**src/rtl/mod_sub_serial.sv**
```systemverilog
// Limb-serial modular subtractor: (a - b) mod p, one LIMB_W slice per clock.
// A subtract pass runs first; an add-back-p pass follows only when it borrows out.
module mod_sub_serial #(
  parameter int WIDTH  = 256,
  parameter int LIMB_W = 64
) (
  input  logic             clk,
  input  logic             rst_n,
  input  logic             in_valid,
  output logic             in_ready,
  input  logic [WIDTH-1:0] a,
  input  logic [WIDTH-1:0] b,
  input  logic [WIDTH-1:0] p,
  output logic             out_valid,
  input  logic             out_ready,
  output logic [WIDTH-1:0] mod_sub_res,
  output logic             add_back
);

  localparam int NLIMB = WIDTH / LIMB_W;
  localparam int CNT_W = (NLIMB > 1) ? $clog2(NLIMB) : 1;

  typedef enum logic [1:0] {IDLE, SUB, ADD, DONE} state_t;

  state_t             state;
  state_t             state_next;
  logic [WIDTH-1:0]   a_r;
  logic [WIDTH-1:0]   b_r;
  logic [WIDTH-1:0]   p_r;
  logic [CNT_W-1:0]   cnt;
  logic               flag;
  logic               last_limb;
  logic [LIMB_W:0]    sub_w;
  logic [LIMB_W:0]    add_w;

  // flag is the borrow during SUB and the carry during ADD; bit LIMB_W of each sum is its next value.
  assign last_limb = (cnt == CNT_W'(NLIMB - 1));
  assign sub_w = {1'b0, a_r[LIMB_W-1:0]} - {1'b0, b_r[LIMB_W-1:0]} - {{LIMB_W{1'b0}}, flag};
  assign add_w = {1'b0, mod_sub_res[LIMB_W-1:0]} + {1'b0, p_r[LIMB_W-1:0]} + {{LIMB_W{1'b0}}, flag};

  always_ff @(posedge clk or negedge rst_n) begin
    if (!rst_n) state <= IDLE;
    else        state <= state_next;
  end

  always_comb begin
    state_next = state;
    in_ready   = 1'b0;
    out_valid  = 1'b0;
    case (state)
      IDLE: begin
        in_ready = 1'b1;
        if (in_valid) state_next = SUB;
      end
      SUB: if (last_limb) state_next = sub_w[LIMB_W] ? ADD : DONE;
      ADD: if (last_limb) state_next = DONE;
      DONE: begin
        out_valid = 1'b1;
        if (out_ready) state_next = IDLE;
      end
      default: state_next = IDLE;
    endcase
  end

  // Operands and result are shift registers: the low limb is always the one being worked on,
  // and each new result limb enters at the top so the word is aligned after NLIMB shifts.
  always_ff @(posedge clk or negedge rst_n) begin
    if (!rst_n) begin
      a_r         <= '0;
      b_r         <= '0;
      p_r         <= '0;
      cnt         <= '0;
      flag        <= 1'b0;
      mod_sub_res <= '0;
      add_back    <= 1'b0;
    end else begin
      case (state)
        IDLE: if (in_valid) begin
          a_r      <= a;
          b_r      <= b;
          p_r      <= p;
          cnt      <= '0;
          flag     <= 1'b0;
          add_back <= 1'b0;
        end
        SUB: begin
          a_r         <= a_r >> LIMB_W;
          b_r         <= b_r >> LIMB_W;
          mod_sub_res <= {sub_w[LIMB_W-1:0], mod_sub_res[WIDTH-1:LIMB_W]};
          cnt         <= last_limb ? '0 : cnt + CNT_W'(1);
          flag        <= last_limb ? 1'b0 : sub_w[LIMB_W];
          if (last_limb) add_back <= sub_w[LIMB_W];
        end
        ADD: begin
          p_r         <= p_r >> LIMB_W;
          mod_sub_res <= {add_w[LIMB_W-1:0], mod_sub_res[WIDTH-1:LIMB_W]};
          cnt         <= last_limb ? '0 : cnt + CNT_W'(1);
          flag        <= last_limb ? 1'b0 : add_w[LIMB_W];
        end
        default: ;
      endcase
    end
  end

endmodule

```
**config.mk**
```make
export PLATFORM = sky130hd
export DESIGN_NAME = mod_sub_serial
export DESIGN_NICKNAME = d
export VERILOG_FILES = /design/src/rtl/mod_sub_serial.sv
export SDC_FILE = /design/constraint.sdc
export NUM_CORES = 2
export LEC_CHECK = 0
export CAP_MARGIN = 5
export CORE_UTILIZATION = 30
export DETAILED_ROUTE_END_ITERATION = 6
export PLACE_DENSITY_LB_ADDON = 0.12
export SLEW_MARGIN = 20
export SYNTH_ARGS = -nofsm -noshare
export SYNTH_HDL_FRONTEND = slang
export SYNTH_SLANG_ARGS = --single-unit
```
**constraint.sdc**
```tcl
create_clock -name clk -period 10.43 [get_ports clk]
set_clock_uncertainty 0.05 [all_clocks]
set_input_delay 2.086 -clock clk [delete_from_list [all_inputs] [get_ports clk]]
set_output_delay 2.086 -clock clk [all_outputs]
set_load 0.01 [all_outputs]
```
==> impl_metrics.toml <==
[yosys]
synthDistinctLibCells = 83
yosys-top-cells-count = "1030 x dfrtp_1, 710 x nand2_1, 659 x o21ai_0, 587 x mux2i_1, 321 x clkbuf_1"
synth_top_area_share_pct = 49.3
ys_warn_count = 0
ys_ff_latch = 1030
synth_area_leaders = "dfrtp_1 49%, mux2i_1 11%, o21ai_0 6.3%, nand2_1 5.1%, ha_1 4.6%"
yosysMostFrequentCell = "dfrtp_1"
syn_inst = 5075
syn-cell-area_mm2 = 0.0522
synth-seq-area-share_pct = 49.3
syn_avg_cell_area_um2 = 10.3
yosysTopAreaCell = "dfrtp_1"
synth_edf_count = 0
ys_async_sr_fraction_pct = 100
synth_ff_type = "dfrtp_1"
synth_fp_nets = 6045

[grt]
overflow = 0
grt_pass1_vias = 42000
antenna_found_initial = 54
track_usage_pct = 22.8
grt_max_degree = 254
grt_pass1_wl_um = 293000

[placed_design]
port_buffers = 1030
placed_area_mm2 = 0.0647
gp_congestion = 0.875
dp_hpwl_um = 158000
place_inst = 8121

[detailed_routing]
first_pass_iters = 5
postRouteAntennaNets = 0
drcViolationCount = 0
via_per_inst = 4.92
avgRoutedWirePerCell_um = 24.4
dr_total_vias = 41200
drt-initial-drc-count = 2692
wl_um = 204000

[worst_setup_path]
path_cells = "inv_1, fa_1, ha_1, or2_2, fa_1, nand2b_1, a2111oi_2, nor4bb_1, or4b_1, a31oi_2, o21a_1, o31ai_1, xor2_1, a22o_1, a211o_1"
arrival_ps = 5810
path_buf_inv = 1
critPathLaunchType = "flop"
worst_setup_path_end_kind = "flop"
path_max_fanout = 5
r2r_cells = 15
crit_path_max_incr_delay_ps = 670
critPathTopFamily = "compound AO/OA/AOI/OAI gates"
worst-r2r-setup-slack_ps = 5210
regToRegEndpoint = "mod_sub_res[250]"
crit_required_ps = 11020
cpMostUsedCell = "fa_1"
crit_slowest_cell = "or4b_1"
critPathKind = "flop to flop"
regToRegStartpoint = "flag"
startpoint = "flag"

[clocking]
cts_tree = "done"
numCtsBuffers = 120
clock-root-buffer = "clkbuf_16"
hold_buffers = 0
post_cts_resized = 0
h-tree-depth = 3
path_clk_slew_ps = 60
cts.path.max_buffers = 3
clock_latency_ps = 790
cts_setup_buffers = 0
clkSinkCount = 1030

[die]
coreArea_mm2 = 0.172
initial_core_util_pct = 30.3
io_pins = 1031
rows = 152
die_h_um = 419
dieArea_mm2 = 0.176
die_w_um = 419

[timing]
finalCritPeriodShare_pct = 50.0
hold_violations = 0
fmax_ghz = 0.192
tns_ps = 0
rsz0062_at_grt = "no"
final-max-slew-violation-count = 0
worstMarginPinSlew_ps = 1080
max_slew_margin_pct = 28.0
min_period_ps = 5220
setup_viol = 0

[cells_and_area]
fin_util_pct = 39.9
nFillCells = 17200
drive_above_1_share_pct = 7.84
fin_nets = 6904
seqCellArea_mm2 = 0.0258
multi_input_area_mm2 = 0.0244
areaGrowthSynthToFinish_pct = 31.7
final_area_mm2 = 0.0688
layout.cells.non_filler = 8366

[power]
total_leakage_power_nw = 30.1
vdd.ir_drop.worst_mv = 0.294
power_density_mw_per_mm2 = 413

[worst_hold_path]
min_to = "a_r[63]"
hold_path.class = "flop to flop"
worstHoldStart = "a_r[63]"
holdPathStages = 2

[run_status]
outcome = "completed"

[run]
cap_violations = 0
## state kept, by name, indices dropped and copies added (netlist names)
signal,flops
a_r,256
b_r,256
mod_sub_res,256
p_r,256
cnt,2
state,2
add_back,1
flag,1
## cell usage in the layout (no fill, tap or decap), types with 9 or more instances in the layout
cell | Yosys | layout
o21a_1 | 30 | 30
nor3_1 | 33 | 33
dfrtp_1 | 1030 | 1030
clkbuf_8 | 0 | 27
o31ai_1 | 19 | 19
clkinv_2 | 0 | 20
xor2_1 | 42 | 42
a31oi_1 | 18 | 18
nand4_1 | 40 | 40
buf_4 | 1 | 38
diode_2 | 0 | 21
a21oi_1 | 203 | 203
a21o_1 | 83 | 83
or3_1 | 9 | 9
clkbuf_1 | 321 | 32
nand3_1 | 22 | 22
o221ai_1 | 9 | 9
a211oi_1 | 15 | 15
nor2_1 | 131 | 129
clkbuf_16 | 0 | 120
o211ai_1 | 15 | 15
a221o_1 | 11 | 11
nand2b_1 | 13 | 13
mux2_2 | 195 | 195
nor2b_1 | 12 | 12
a22o_1 | 193 | 193
mux2i_1 | 587 | 587
or2_2 | 10 | 10
nand2_1 | 710 | 710
inv_1 | 225 | 225
ha_1 | 194 | 191
and3_1 | 9 | 9
xnor2_1 | 65 | 65
clkdlybuf4s50_1 | 0 | 1029
o21bai_1 | 24 | 24
o21ai_0 | 659 | 659
## cell families after synthesis
group / share of synthesized area (%)
flip-flops: 49.3
XOR/XNOR: 1.79
multiplexers: 15.5
AND/OR/NAND/NOR: 8.27
buffers and inverters: 4.07
adder cells (fa/ha/maj): 4.80
AO/OA/AOI/OAI: 16.2
## per-layer routing
layer | GRT usage (%) | routed length [um]
met1 | 27.8 | 84000
met2 | 40.3 | 104000
met3 | 4.68 | 10500
met4 | 6.30 | 4960
met5 | 0 | 329
## worst register-to-register path, stage by stage (launching register included)
cell,delay [ps]
dfrtp_1,380
inv_1,190
fa_1,480
ha_1,200
or2_2,300
fa_1,430
nand2b_1,200
a2111oi_2,510
nor4bb_1,180
or4b_1,670
a31oi_2,430
o21a_1,270
o31ai_1,150
xor2_1,210
a22o_1,240
a211o_1,220
## worst max-delay path by stage
| stage | end | slack (ps) | cells after the start |
|---|---|---|---|
| 2_1_floorplan | mod_sub_res[250] | 6080 | 15 |
| 3_3_place_gp | a_r[79] | 5070 | 6 |
| 3_5_place_dp | a_r[37] | 5040 | 6 |
| 4_1_cts | mod_sub_res[250] | 5240 | 15 |
| 5_1_grt | mod_sub_res[250] | 5020 | 15 |
| 6_report | mod_sub_res[250] | 5210 | 15 |
## per-stage QoR
step	hold WS, ps	setup slack, ps	power, mW
2_1_floorplan	400	6080	17.8
3_3_place_gp	410	5070	24.1
4_1_cts	433	5240	28.7
5_1_grt	445	5020	30.5
6_report	424	5210	28.4
3_5_place_dp	420	5040	24.2
## cell type report
type / instances / share of cell area (%)
sequential: 1030 / 37.5
clock buffer: 179 / 5.08
clock inverter: 44 / 0.795
tap: 2310 / 4.20
timing repair buffer: 1077 / 15.7
inverter: 225 / 1.23
multi-input combinational: 3480 / 35.5
antenna: 21 / 0.0764
## where the power goes
group | internal (mW) | switching, mW | leakage [nW]
Combinational | 6.68 | 9.83 | 15.3
Sequential | 6.01 | 1.54 | 12.9
Clock | 2.52 | 1.84 | 1.97
No activity file was read; power rests on OpenSTA's default activity.
